==> src/rtl/seq_pkg.sv <==
// Shared types and sizing helpers for the bit serializer that feeds the 1101 detector.
package seq_pkg;

  typedef enum logic {
    SER_IDLE  = 1'b0,
    SER_SHIFT = 1'b1
  } ser_state_t;

  localparam int WORDS_CNT_W = 16;

  // Bit-counter width for a WIDTH-bit word; never collapses to zero bits.
  function automatic int ser_cnt_w(input int width);
    if (width < 2) begin
      return 1;
    end else begin
      return $clog2(width);
    end
  endfunction

endpackage

==> src/rtl/seq_bit_serializer.sv <==
// Parallel-to-serial stage: one-word hold buffer in front of a shifter, one bit per
// clock on ser_out, IDLE_BIT fill whenever no word is streaming.
module seq_bit_serializer
  import seq_pkg::*;
#(
  parameter int unsigned WIDTH     = 8,
  parameter bit          MSB_FIRST = 1'b1,
  parameter bit          IDLE_BIT  = 1'b0
) (
  input  logic                   clk,
  input  logic                   reset,
  input  logic [WIDTH-1:0]       data_in,
  input  logic                   data_valid,
  output logic                   data_ready,
  output logic                   ser_out,
  output logic                   ser_valid,
  output logic                   word_done,
  output logic [WORDS_CNT_W-1:0] words_sent
);

  localparam int unsigned      CNT_W    = ser_cnt_w(WIDTH);
  localparam logic [CNT_W-1:0] CNT_LAST = CNT_W'(WIDTH - 1);
  localparam logic [CNT_W-1:0] CNT_PRE  = CNT_W'(WIDTH - 2);

  ser_state_t             state_r;
  logic [WIDTH-1:0]       hold_r;
  logic                   hold_full_r;
  logic [WIDTH-1:0]       shift_r;
  logic [CNT_W-1:0]       cnt_r;
  logic                   ser_out_r;
  logic                   ser_valid_r;
  logic                   word_done_r;
  logic [WORDS_CNT_W-1:0] words_cnt_r;

  logic accept_s;
  logic take_s;

  // Bit that goes on the line next, taken from the leading end of the word.
  function automatic logic lead_bit(input logic [WIDTH-1:0] word);
    if (MSB_FIRST) begin
      return word[WIDTH-1];
    end else begin
      return word[0];
    end
  endfunction

  // Word with the leading bit consumed, so the next bit moves to the leading end.
  function automatic logic [WIDTH-1:0] consume(input logic [WIDTH-1:0] word);
    if (MSB_FIRST) begin
      return {word[WIDTH-2:0], 1'b0};
    end else begin
      return {1'b0, word[WIDTH-1:1]};
    end
  endfunction

  // Handshake and hold-to-shifter transfer decisions for the coming edge.
  always_comb begin
    accept_s = 1'b0;
    take_s   = 1'b0;
    accept_s = data_valid && data_ready;
    if (hold_full_r && (state_r == SER_IDLE)) begin
      take_s = 1'b1;
    end else if (hold_full_r && (state_r == SER_SHIFT) && (cnt_r == CNT_LAST)) begin
      take_s = 1'b1;
    end else begin
      take_s = 1'b0;
    end
  end

  // Hold buffer, shifter, bit counter, word counter and serial output registers.
  always_ff @(posedge clk) begin
    if (!reset) begin
      state_r     <= SER_IDLE;
      hold_r      <= '0;
      hold_full_r <= 1'b0;
      shift_r     <= '0;
      cnt_r       <= '0;
      ser_out_r   <= IDLE_BIT;
      ser_valid_r <= 1'b0;
      word_done_r <= 1'b0;
      words_cnt_r <= '0;
    end else begin
      if (accept_s) begin
        hold_r <= data_in;
      end
      // A new word only lands while hold is empty, so it never races the transfer.
      hold_full_r <= accept_s | (hold_full_r & ~take_s);

      case (state_r)
        SER_IDLE: begin
          if (take_s) begin
            state_r     <= SER_SHIFT;
            shift_r     <= consume(hold_r);
            ser_out_r   <= lead_bit(hold_r);
            ser_valid_r <= 1'b1;
            cnt_r       <= '0;
            word_done_r <= 1'b0;
          end else begin
            ser_out_r   <= IDLE_BIT;
            ser_valid_r <= 1'b0;
            word_done_r <= 1'b0;
          end
        end
        SER_SHIFT: begin
          if (cnt_r == CNT_LAST) begin
            words_cnt_r <= words_cnt_r + WORDS_CNT_W'(1);
            if (take_s) begin
              shift_r     <= consume(hold_r);
              ser_out_r   <= lead_bit(hold_r);
              ser_valid_r <= 1'b1;
              cnt_r       <= '0;
              word_done_r <= 1'b0;
            end else begin
              state_r     <= SER_IDLE;
              ser_out_r   <= IDLE_BIT;
              ser_valid_r <= 1'b0;
              cnt_r       <= '0;
              word_done_r <= 1'b0;
            end
          end else begin
            shift_r     <= consume(shift_r);
            ser_out_r   <= lead_bit(shift_r);
            ser_valid_r <= 1'b1;
            cnt_r       <= cnt_r + CNT_W'(1);
            word_done_r <= (cnt_r == CNT_PRE);
          end
        end
        default: begin
          state_r     <= SER_IDLE;
          ser_out_r   <= IDLE_BIT;
          ser_valid_r <= 1'b0;
          cnt_r       <= '0;
          word_done_r <= 1'b0;
        end
      endcase
    end
  end

  assign data_ready = reset && !hold_full_r;
  assign ser_out    = ser_out_r;
  assign ser_valid  = ser_valid_r;
  assign word_done  = word_done_r;
  assign words_sent = words_cnt_r;

endmodule

==> config.mk <==
export PLATFORM = sky130hd
export DESIGN_NAME = seq_bit_serializer
export DESIGN_NICKNAME = d
export VERILOG_FILES = /design/src/rtl/seq_pkg.sv /design/src/rtl/seq_bit_serializer.sv
export SDC_FILE = /design/constraint.sdc
export NUM_CORES = 1
export LEC_CHECK = 0
export CAP_MARGIN = 15
export CORE_MARGIN = 1
export CORE_UTILIZATION = 25
export DETAILED_ROUTE_END_ITERATION = 7
export GPL_ROUTABILITY_DRIVEN = 1
export PLACE_DENSITY = 0.53
export SYNTH_ARGS = -nofsm -noshare
export SYNTH_HDL_FRONTEND = slang
export SYNTH_SLANG_ARGS = --single-unit
==> constraint.sdc <==
create_clock -name clk -period 2 [get_ports clk]
set_input_delay 0.2 -clock clk [delete_from_list [all_inputs] [get_ports clk]]
set_output_delay 0.2 -clock clk [all_outputs]
set_load 0.01 [all_outputs]
==> implementation parameters, run 1 <==
Parameter                              Value

Status
  Status ... finished, final reports clean

Timing
  Worst-Margin Slew ... 399 ps
  Max Clock Skew ... 4.91 ps
  Number of pins exceeding their max-slew limit in the final report ... 0
  Hold Slack ... 451 ps
  Setup ws final ... 261 ps
  Final critical-path share of the clock period ... 0.870
  Number of endpoints with negative hold slack in the final report ... 0
  Count of final setup violators ... 0
  Tightest slew margin relative to the limit ... 0.734
  Final period demand of the worst path ... 1740 ps
  Unrepaired setup endpoints after global routing ... false
  Maximum clock rate ... 575 MHz
  Setup total negative slack ... 0 ps

Drt
  DR top layer ... met4
  DRC violations left ... 0
  Met3 layer wire length in the routed design ... 129 um
  Detailed-route vias per instance ... 4.54
  Routed length on met2 ... 1.65 mm
  Vias after detailed routing ... 1379
  Wire length on met1 ... 1.68 mm
  Average detailed-routed wire length per instance ... 11.4 um
  Number of DRC markers after the initial detailed-route iteration ... 67
  Total iterations of the first detailed-routing run ... 3
  Final antenna-violating net count ... 0
  Overall routed net length ... 3.47 mm

GRT
  Total global-route track usage ... 0.106
  Antenna violations before repair ... 0
  Total global routing overflow ... 0
  Pin count of the biggest net entering global routing ... 38
  Global-route wire length before repair ... 5.99 mm
  Via count of the first global-routing pass ... 1342

Clock network
  CTS H-Tree Depth ... 2
  Total clock sinks ... 39
  Post-cts sizing count ... 0
  Latest clock arrival within the worst-skew pair ... 290 ps
  Buffer type at the clock tree root ... clkbuf_8
  Clock buffer count from CTS ... 5
  Number of buffers on the longest clock path ... 2
  Clock edge transition at the registers on the reported setup and hold paths ... 80 ps
  Buffers inserted by post-CTS timing repair ... 0
  CTS hold repair buffers ... 0
  TritonCTS clock tree ... built

Finish
  Number of antenna diodes ... 0
  P&R area growth vs syn ... 34.5%
  Final instance area ... 2210 um2
  Final #Nets ... 241
  Share of post-route cells with drive strength above 1 ... 0.0925
  Total of fill cells in the finished design ... 666

Worst setup path
  Crit-path cells ... ha_1 -> ha_1 -> and4_1 -> nand2_1 -> or4b_1 -> a21oi_1
  Length in cells of the worst reg-to-reg path ... 6
  Arr. time, crit path ... 1960 ps
  Peak per-stage delay on the critical path ... 480 ps
  Critical path peak fanout ... 4
  Critical Path Stages ... 6
  CP required ... 2220 ps
  Buffering stage count on the worst path with inverters included ... 0
  Critical path type ... flip-flop to flip-flop
  Reg2reg setup slack ... 260 ps
  Most used cell, CP ... ha_1
  Kind of launch point of the worst setup path ... flip-flop
  CP max stage cell ... or4b_1
  Family of cells with the greatest summed delay on the critical path ... simple AND/OR/NAND/NOR gates
  Type of destination of the critical path ... flip-flop

Die
  Die boundary width ... 83.1 um
  Die height ... 83.1 um
  Count of standard-cell rows ... 29
  Total Die Area ... 6910 um2
  CORE AREA ... 6350 um2
  Number of I/O pins ... 31
  Initial standard-cell utilization of the core ... 0.259

Logic synthesis
  Register bit total from synthesis ... 39
  Synthesized Nets ... 204
  Mean post-synth cell area ... 8.71 um2
  Post-synthesis sequential area ratio ... 0.475
  Unique masters post-synth ... 32
  Mapped Area ... 1650 um2
  Ys Warns ... 0
  Gate count after technology mapping ... 189

Worst hold path
  Instance count along the most critical hold path ... 3
  Class of the worst hold path ... input port to flip-flop

Placement
  Placed wire-length estimate after detailed placement ... 2.45 mm
  Routability-driven placement congestion ratio ... 0.697
  IO buf count ... 30
  Worst slack after detailed placement ... 265 ps
  Area post-placement ... 2080 um2

Pwr
  Power per unit of standard cell area ... 784 nW/um2
  Worst voltage drop across the vdd grid ... 0.319 mV
  Total power ... 1.74 mW
  Static power due to leakage ... 0.827 nW

Flow run
  Max-cap check violation count ... 0
## synth_stat cells
cell type | number | area share
buf_2 | 2 | 0.0061
nor2b_1 | 2 | 0.0076
ha_1 | 4 | 0.030
o32a_1 | 1 | 0.0061
dfxtp_1 | 39 | 0.47
xnor2_1 | 1 | 0.0053
mux2i_1 | 7 | 0.043
buf_6 | 1 | 0.0068
nor2_1 | 26 | 0.059
buf_1 | 2 | 0.0046
and4_1 | 3 | 0.016
inv_1 | 3 | 0.0068
a21oi_1 | 17 | 0.052
nor4_1 | 1 | 0.0038
and3_1 | 2 | 0.0076
or3_1 | 2 | 0.0076
clkbuf_1 | 7 | 0.016
o21ai_0 | 3 | 0.0091
nand3_1 | 9 | 0.027
nor3_1 | 2 | 0.0061
or4_1 | 1 | 0.0046
nand4_1 | 5 | 0.019
or4b_1 | 1 | 0.0061
nand4_4 | 1 | 0.013
nand2_1 | 25 | 0.057
nor3b_1 | 1 | 0.0046
a211oi_1 | 7 | 0.032
xor2_1 | 9 | 0.048
o31ai_1 | 1 | 0.0046
and2_1 | 1 | 0.0038
nand2b_1 | 2 | 0.0076
o21bai_1 | 1 | 0.0046
## where the power goes
part | switching, mW | internal, mW
clock | 0.292 | 0.498
combinational | 0.0656 | 0.0604
sequential | 0.0164 | 0.803
total | 0.374 | 1.36
## layer usage
layer  GRT usage  up-vias
met5           0        -
met4      0.0282        0
met3      0.0278        2
met2       0.183       23
met1       0.131      629
li1            -      725
## worst min-delay path: cells and delay by family
family | cells | cell delay [ps]
AND/OR/NAND/NOR | 1 | 50
buffers and inverters | 1 | 400
AO/OA/AOI/OAI | 1 | 50
## logic make-up (layout without fill, tap and decap cells)
family                     Yosys count  count (layout)  synth area share
muxes                                7               7            0.0426
and+or+nand+nor                     84              84             0.251
buffers and inverters               15              53            0.0403
adders and majority gates            4               4            0.0304
DFF                                 39              39             0.475
xor gates and xnor gates            10              10            0.0532
AOI/OAI and AO/OA                   30              30             0.108
## layout make-up
type / count / area [um2] / area share
well taps: 77 / 96.3 / 0.0435
flip-flops and latches: 39 / 781 / 0.353
inverters: 3 / 11.3 / 0.00509
clock inverters: 3 / 67.6 / 0.0305
multi-input cells: 135 / 798 / 0.361
repair buffers: 42 / 390 / 0.176
clock buffers: 5 / 68.8 / 0.0311
## path summary, 6_finish.rpt
path                                              from                         end
worst max register to register   cnt_r[1]$_SDFFE_PN0P_  words_sent[9]$_SDFFE_PN0P_
worst min register to register  hold_r[1]$_SDFFE_PN0P_      hold_r[1]$_SDFFE_PN0P_
worst min-delay path                        data_in[1]      hold_r[1]$_SDFFE_PN0P_
worst max-delay path             cnt_r[1]$_SDFFE_PN0P_  words_sent[9]$_SDFFE_PN0P_
## registers in the layout, summed over array words and instances, names as in the netlist
name / count
hold_r: 8
shift_r: 8
ser_valid: 1
ser_out: 1
cnt_r: 3
hold_full_r: 1
words_sent: 16
word_done: 1
## per-stage QoR
stage,util,std cells
6_report,0.349,304
5_1_grt,0.349,304
4_1_cts,0.349,304
3_5_place_dp,0.327,296
3_3_place_gp,0.327,296
2_1_floorplan,-,189
## cells in the final DEF, fill, tap and decap left out, types with 3 or more instances in the layout
cell             instances
mux2i_1                  7
nand2_1                 25
ha_1                     4
a21oi_1                 17
nand3_1                  9
clkbuf_8                 5
and4_1                   3
xor2_1                   9
nand4_1                  5
clkdlybuf4s50_1         30
inv_1                    3
dfxtp_1                 39
nor2_1                  26
a211oi_1                 7
o21ai_0                  3
buf_4                   12
(Power assumes the default switching activity.)
==> inputs of run 2 (changes only) <==
--- a/config.mk
+++ b/config.mk
@@ -10,7 +10,9 @@
 export CORE_UTILIZATION = 25
 export DETAILED_ROUTE_END_ITERATION = 7
 export GPL_ROUTABILITY_DRIVEN = 1
+export MAX_ROUTING_LAYER = met4
 export PLACE_DENSITY = 0.53
+export REMOVE_ABC_BUFFERS = 1
 export SYNTH_ARGS = -nofsm -noshare
 export SYNTH_HDL_FRONTEND = slang
 export SYNTH_SLANG_ARGS = --single-unit
==> constraint.sdc (replaced) <==
create_clock -name clk -period 2.18 [get_ports clk]
set_input_delay 0.218 -clock clk [delete_from_list [all_inputs] [get_ports clk]]
set_output_delay 0.218 -clock clk [all_outputs]
set_load 0.01 [all_outputs]
==> run 2 against run 1 <==
Net effect:
- first-iteration DRC count decreased by 69%
- die area unchanged
- global-route usage increased by 0.43 points
- via count decreased by 1.2%
- final cell count decreased by 2.3%
- core utilization decreased by 1.7 points
- maximum frequency decreased by 5.6%
- largest cell class unchanged
- highest routed layer unchanged
==> implementation parameters, run 2 (synthesis gave the netlist of run 1 again) <==
Parameter                              Value

Status
  Status ... finished, final reports clean (unchanged)

Clock network
  Clock buffer count from CTS ... 5 (unchanged)
  Clock edge transition at the registers on the reported setup and hold paths ... 80 ps (about the same)
  Post-cts sizing count ... 0 (unchanged)
  Buffer type at the clock tree root ... clkbuf_8 (unchanged)
  Latest clock arrival within the worst-skew pair ... 290 ps (about the same)
  Total clock sinks ... 39 (unchanged)
  TritonCTS clock tree ... built (unchanged)
  CTS hold repair buffers ... 0 (unchanged)
  CTS H-Tree Depth ... 2 (unchanged)
  Buffers inserted by post-CTS timing repair ... 0 (unchanged)
  Number of buffers on the longest clock path ... 2 (unchanged)

Finish
  Finished Core Util ... 0.332 (was 0.349)
  Commonest non-fill, non-tap cell in the layout ... dfxtp_1 (unchanged)
  Share of post-route cells with drive strength above 1 ... 0.0545 (was 0.0925)
  Final #Nets ... 234 (was 241)
  Number of flip-flops in the largest register ... 16 (unchanged)
  Top library cells by usage in the layout, fill and taps aside ... dfxtp_1 (39), clkdlybuf4s50_1 (30), nor2_1 (26), nand2_1 (25), a21oi_1 (17) (unchanged)
  P&R area growth vs syn ... 28.0% (was 34.5%)
  Number of antenna diodes ... 0 (unchanged)

Timing
  Tightest slew margin relative to the limit ... 0.568 (was 0.734)
  Unrepaired setup endpoints after global routing ... false (unchanged)
  Final period demand of the worst path ... 1840 ps (was 1740 ps)
  Setup ws final ... 338 ps (was 261 ps)
  Maximum clock rate ... 543 MHz (was 575 MHz)
  Hold Slack ... 458 ps (was 451 ps)
  Number of pins exceeding their max-slew limit in the final report ... 0 (unchanged)
  Max Clock Skew ... 5.36 ps (was 4.91 ps)
  Setup total negative slack ... 0 ps (unchanged)
  Final critical-path share of the clock period ... 0.845 (was 0.870)
  Number of endpoints with negative hold slack in the final report ... 0 (unchanged)
  Worst-Margin Slew ... 646 ps (was 399 ps)
  Count of final setup violators ... 0 (unchanged)

Pwr
  Total power ... 1.34 mW (was 1.74 mW)
  Reported net switching power ... 0.328 mW (was 0.374 mW)
  Power share of the combinational group ... 0.083 (was 0.073)
  Cell internal pwr ... 1.01 mW (was 1.36 mW)
  Switching share of power ... 0.245 (was 0.216)
  Fraction of power consumed by sequential logic ... 0.560 (was 0.472)
  Power per unit of standard cell area ... 637 nW/um2 (was 784 nW/um2)
  Worst voltage drop across the vdd grid ... 0.289 mV (was 0.319 mV)
  Static power due to leakage ... 0.769 nW (was 0.827 nW)
  Relative contribution of the clock network to total power ... 0.357 (was 0.455)

Die
  Total Die Area ... 6910 um2 (unchanged)
  Initial standard-cell utilization of the core ... 0.259 (unchanged)
  Count of standard-cell rows ... 29 (unchanged)
  Die boundary width ... 83.1 um (unchanged)
  Die height ... 83.1 um (unchanged)
  CORE AREA ... 6350 um2 (unchanged)
  Number of I/O pins ... 31 (unchanged)

Worst hold path
  Class of the worst hold path ... flip-flop to flip-flop (was input port to flip-flop)
  Instance count along the most critical hold path ... 2 (was 3)

GRT
  Via count of the first global-routing pass ... 1266 (was 1342)
  Total global-route track usage ... 0.111 (was 0.106)
  Antenna violations before repair ... 0 (unchanged)
  Global-route wire length before repair ... 5.90 mm (was 5.99 mm)
  Pin count of the biggest net entering global routing ... 38 (unchanged)
  Total global routing overflow ... 0 (unchanged)

Drt
  Final antenna-violating net count ... 0 (unchanged)
  Number of DRC markers after the initial detailed-route iteration ... 21 (was 67)
  Total iterations of the first detailed-routing run ... 4 (was 3)
  DRC violations left ... 0 (unchanged)
  Average detailed-routed wire length per instance ... 11.5 um (was 11.4 um)
  Overall routed net length ... 3.40 mm (was 3.47 mm)
  Detailed-route vias per instance ... 4.59 (was 4.54)
  Vias after detailed routing ... 1362 (was 1379)

Worst setup path
  Length in cells of the worst reg-to-reg path ... 6 (unchanged)
  Arr. time, crit path ... 2070 ps (was 1960 ps)
  CP required ... 2400 ps (was 2220 ps)
  Critical path type ... flip-flop to flip-flop (unchanged)
  Critical path peak fanout ... 8 (was 4)
  Kind of launch point of the worst setup path ... flip-flop (unchanged)
  Type of destination of the critical path ... flip-flop (unchanged)

Flow run
  Max-cap check violation count ... 0 (unchanged)

Placement
  Routability-driven placement congestion ratio ... 0.766 (was 0.697)
  Placed wire-length estimate after detailed placement ... 2.32 mm (was 2.45 mm)
  Worst slack after detailed placement ... 345 ps (was 265 ps)
  IO buf count ... 30 (unchanged)
-- run 2: cell count changes in the layout (fill, tap and decap cells not counted) --
cell,delta
clkbuf_1,+2
clkinv_2,+1
bufinv_16,-2
buf_4,-7
clkinvlp_4,-1
-- run 2: metrics by stage --
stage | cells | cell area (um2)
after global routing | 297 | 2110
after global placement | 289 | 2020
final | 297 | 2110
after floorplan | 177 | 1590
after detailed placement | 289 | 2020
after CTS | 297 | 2110
-- run 2: power by group through the flow --
stage	logic [mW]	clock network (mW)	registers (mW)
after global placement	0.113	0	0.768
after detailed placement	0.114	0	0.768
after global routing	0.127	0.540	0.755
after CTS	0.115	0.496	0.752
after floorplan	0.0591	0	0.771
final	0.112	0.479	0.751
-- run 2: area by class of cell --
cell class	count	area [um2]
clock buffer	7	76.3
fill	671	4240
timing repair buffer	35	338
inverter	3	11.3
tap	77	96.3
sequential	39	781
multi-input combinational	135	798
clock inverter	1	5.00
-- run 2: worst paths after layout --
| path | startpoint | endpoint | slack (ps) |
|---|---|---|---|
| setup reg to reg | cnt_r[1]$_SDFFE_PN0P_ | words_sent[15]$_SDFFE_PN0P_ | 340 |
| setup / recovery | cnt_r[1]$_SDFFE_PN0P_ | words_sent[15]$_SDFFE_PN0P_ | 340 |
| hold / removal | hold_r[0]$_SDFFE_PN0P_ | hold_r[0]$_SDFFE_PN0P_ | 460 |
| hold reg to reg | hold_r[0]$_SDFFE_PN0P_ | hold_r[0]$_SDFFE_PN0P_ | 460 |
-- run 2: metal layers --
layer,GRT usage,routed length (um)
met1,0.139,1720
met2,0.162,1470
met4,0.0376,48
met3,0.0437,173
met5,-,0
-- run 2: worst max-delay path, stage by stage, from the launching register on --
cell     delay [ps]
dfxtp_1         350
ha_1            150
ha_1            150
and4_1          270
nand2_1         190
or4_1           510
a21oi_1         150
==> inputs of run 3 (changes only) <==
--- a/config.mk
+++ b/config.mk
@@ -11,7 +11,7 @@
 export DETAILED_ROUTE_END_ITERATION = 7
 export GPL_ROUTABILITY_DRIVEN = 1
 export MAX_ROUTING_LAYER = met4
-export PLACE_DENSITY = 0.53
+export PLACE_DENSITY = 0.55
 export REMOVE_ABC_BUFFERS = 1
 export SYNTH_ARGS = -nofsm -noshare
 export SYNTH_HDL_FRONTEND = slang
==> constraint.sdc (replaced) <==
create_clock -name clk -period 1.5 [get_ports clk]
set_input_delay 0.15 -clock clk [delete_from_list [all_inputs] [get_ports clk]]
set_output_delay 0.15 -clock clk [all_outputs]
set_load 0.01 [all_outputs]
==> run 3 against run 2 <==
Net effect:
- the flow now finishes with violations (negative setup slack)
- critical path depth is the same
- sequential power grew 45%
- clock power grew 42%
- routed wire length grew 6.0%
- maximum frequency grew 18%
- worst setup slack lost 390 ps
- first-iteration DRC count grew 62%
- register-to-register slack lost 390 ps
- non-clock buffer count grew 25
- sequential share of layout area shrank 4.1 points
- critical path type unchanged
==> implementation parameters, run 3 (synthesis gave the netlist of run 1 again) <==
Parameter                              Value

Timing
  Unrepaired setup endpoints after global routing ... true (was false)
  Count of final setup violators ... 3 (was 0)
  Maximum clock rate ... 643 MHz (was 543 MHz)
  Max Clock Skew ... 8.31 ps (was 5.36 ps)
  Setup total negative slack ... -107 ps (was 0 ps)
  Number of endpoints with negative hold slack in the final report ... 0 (unchanged)
  Setup ws final ... -54.7 ps (was 338 ps)
  Hold Slack ... 401 ps (was 458 ps)
  Tightest slew margin relative to the limit ... 0.819 (was 0.568)
  Final critical-path share of the clock period ... 1.04 (was 0.845)
  Number of pins exceeding their max-slew limit in the final report ... 0 (unchanged)
  Worst-Margin Slew ... 272 ps (was 646 ps)
  Final period demand of the worst path ... 1550 ps (was 1840 ps)

Clock network
  Clock buffer count from CTS ... 5 (unchanged)
  Clock edge transition at the registers on the reported setup and hold paths ... 80 ps (about the same)
  TritonCTS clock tree ... built (unchanged)
  Latest clock arrival within the worst-skew pair ... 290 ps (about the same)
  Total clock sinks ... 39 (unchanged)
  Number of buffers on the longest clock path ... 2 (unchanged)
  CTS H-Tree Depth ... 2 (unchanged)
  Buffer type at the clock tree root ... clkbuf_8 (unchanged)
  CTS hold repair buffers ... 0 (unchanged)

Finish
  Share of post-route cells with drive strength above 1 ... 0.212 (was 0.0545)
  Number of flip-flops in the largest register ... 16 (unchanged)
  Total of fill cells in the finished design ... 662 (was 671)
  Commonest non-fill, non-tap cell in the layout ... dfxtp_1 (unchanged)
  Finished Core Util ... 0.374 (was 0.332)
  Top library cells by usage in the layout, fill and taps aside ... dfxtp_1 (36), buf_4 (27), nor2_1 (26), clkdlybuf4s50_1 (26), nand2_1 (24) (was dfxtp_1 (39), clkdlybuf4s50_1 (30), nor2_1 (26), nand2_1 (25), a21oi_1 (17))
  Final #Nets ... 259 (was 234)
  P&R area growth vs syn ... 44.5% (was 28.0%)
  Number of antenna diodes ... 0 (unchanged)

Die
  Count of standard-cell rows ... 29 (unchanged)
  Die height ... 83.1 um (unchanged)
  Die boundary width ... 83.1 um (unchanged)
  CORE AREA ... 6350 um2 (unchanged)
  Number of I/O pins ... 31 (unchanged)
  Initial standard-cell utilization of the core ... 0.259 (unchanged)
  Total Die Area ... 6910 um2 (unchanged)

Worst setup path
  Critical R2R Launch ... cnt_r[0]$_SDFFE_PN0P_ (was cnt_r[1]$_SDFFE_PN0P_)
  Crit-path cells ... ha_4 -> ha_4 -> and4_4 -> nand2_4 -> or4b_1 -> a21oi_1 (was ha_1 -> ha_1 -> and4_1 -> nand2_1 -> or4_1 -> a21oi_1)
  Kind of launch point of the worst setup path ... flip-flop (unchanged)
  Type of destination of the critical path ... flip-flop (unchanged)
  Family of cells with the greatest summed delay on the critical path ... simple AND/OR/NAND/NOR gates (unchanged)
  Critical path peak fanout ... 4 (was 8)
  Peak per-stage delay on the critical path ... 460 ps (was 510 ps)
  Buffering stage count on the worst path with inverters included ... 0 (unchanged)
  Critical path type ... flip-flop to flip-flop (unchanged)
  Reg2reg setup slack ... -50 ps (was 340 ps)
  Length in cells of the worst reg-to-reg path ... 6 (unchanged)
  CP max stage cell ... or4b_1 (was or4_1)
  Arr. time, crit path ... 1770 ps (was 2070 ps)
  R2r endpoint ... words_sent[9]$_SDFFE_PN0P_ (was words_sent[15]$_SDFFE_PN0P_)
  Most used cell, CP ... ha_4 (was ha_1)
  CP required ... 1720 ps (was 2400 ps)

Placement
  IO buf count ... 30 (unchanged)
  Placed wire-length estimate after detailed placement ... 2.56 mm (was 2.32 mm)
  Worst slack after detailed placement ... -124 ps (was 345 ps)
  Routability-driven placement congestion ratio ... 0.772 (was 0.766)

GRT
  Total global routing overflow ... 0 (unchanged)
  Antenna violations before repair ... 0 (unchanged)
  Via count of the first global-routing pass ... 1410 (was 1266)
  Total global-route track usage ... 0.116 (was 0.111)
  Global-route wire length before repair ... 6.27 mm (was 5.90 mm)
  Pin count of the biggest net entering global routing ... 23 (was 38)

Status
  Violations in the final reports ... negative setup slack
  Status ... finished with violations (was finished, final reports clean)

Pwr
  Cell internal pwr ... 1.48 mW (was 1.01 mW)
  Switching share of power ... 0.239 (was 0.245)
  Power per unit of standard cell area ... 820 nW/um2 (was 637 nW/um2)
  Static power due to leakage ... 0.952 nW (was 0.769 nW)
  Reported net switching power ... 0.467 mW (was 0.328 mW)
  Power share of the combinational group ... 0.090 (was 0.083)
  Worst voltage drop across the vdd grid ... 0.472 mV (was 0.289 mV)
  Fraction of power consumed by sequential logic ... 0.561 (was 0.560)
  Relative contribution of the clock network to total power ... 0.349 (was 0.357)

Drt
  DRC violations left ... 0 (unchanged)
  Vias after detailed routing ... 1432 (was 1362)
  Average detailed-routed wire length per instance ... 11.2 um (was 11.5 um)
  Overall routed net length ... 3.61 mm (was 3.40 mm)
  Detailed-route vias per instance ... 4.45 (was 4.59)
  Final antenna-violating net count ... 0 (unchanged)
  Number of DRC markers after the initial detailed-route iteration ... 34 (was 21)
  Total iterations of the first detailed-routing run ... 4 (unchanged)

Worst hold path
  Class of the worst hold path ... input port to flip-flop (was flip-flop to flip-flop)
  Instance count along the most critical hold path ... 3 (was 2)
  Hold wc startpoint ... data_in[4] (was hold_r[0]$_SDFFE_PN0P_)
  Worst min-delay path endpoint ... hold_r[4]$_SDFFE_PN0P_ (was hold_r[0]$_SDFFE_PN0P_)

Flow run
  Max-cap check violation count ... 0 (unchanged)
[run 3: changes by cell type in the layout (fill, tap and decap cells not counted), moves of 3 or more]
cell             delta
dfxtp_1             -3
buf_4              +22
clkdlybuf4s50_1     -4
buf_6               +3
dfxtp_2             +3
and4_1              -3
[run 3: final cells by class]
type                       instances  area [um2]  area share
tap                               77        96.3      0.0405
inverter                           3        11.3     0.00474
sequential                        39         785       0.330
multi-input combinational        135         861       0.362
clock buffer                       6        72.6      0.0305
timing repair buffer              60         539       0.227
clock inverter                     2        12.5     0.00526
[run 3: how the worst max path moves through the flow]
| stage | startpoint | to | slack (ps) | cells past startpoint |
|---|---|---|---|---|
| after floorplan | cnt_r[1]$_SDFFE_PN0P_ | words_sent[15]$_SDFFE_PN0P_ | -300 | 6 |
| after global placement | cnt_r[0]$_SDFFE_PN0P_ | words_sent[6]$_SDFFE_PN0P_ | -90 | 8 |
| after detailed placement | cnt_r[0]$_SDFFE_PN0P_ | words_sent[15]$_SDFFE_PN0P_ | -120 | 6 |
| after CTS | cnt_r[1]$_SDFFE_PN0P_ | words_sent[9]$_SDFFE_PN0P_ | -60 | 6 |
| after global routing | cnt_r[0]$_SDFFE_PN0P_ | words_sent[9]$_SDFFE_PN0P_ | -90 | 6 |
| final | cnt_r[0]$_SDFFE_PN0P_ | words_sent[9]$_SDFFE_PN0P_ | -50 | 6 |
[run 3: per-stage QoR]
stage / cells / cell area [um2] / power, mW
CTS: 322 / 2330 / 1.99
global route: 322 / 2380 / 2.07
finish: 322 / 2380 / 1.95
floorplan: 177 / 1590 / 1.21
detailed placement: 313 / 2200 / 1.29
global placement: 313 / 2200 / 1.29
[run 3: metal layers]
layer,part of all wire,vias up,GRT usage
li1,-,759,-
met5,0,-,-
met3,0.044,5,0.0348
met2,0.49,26,0.191
met1,0.46,642,0.134
met4,0.0094,0,0.0376
[run 3: power by group through the flow]
stage                     registers (mW)  logic [mW]  clock network [mW]
final                               1.09       0.175               0.681
after global routing                1.10       0.201               0.769
after CTS                           1.09       0.178               0.717
after detailed placement            1.11       0.180                   0
after global placement              1.11       0.178                   0
after floorplan                     1.12      0.0859                   0
[run 3: worst reg2reg max path, cell delays in order (launching register included)]
cell	delay, ps
dfxtp_2	350
ha_4	140
ha_4	130
and4_4	220
nand2_4	60
or4b_1	460
a21oi_1	120
[run 3: repair_timing]
item	in CTS	in global routing
buffers inserted	1	0
gates resized for setup	10	14
endpoints found under the setup margin	12	16
pin swaps	10	10
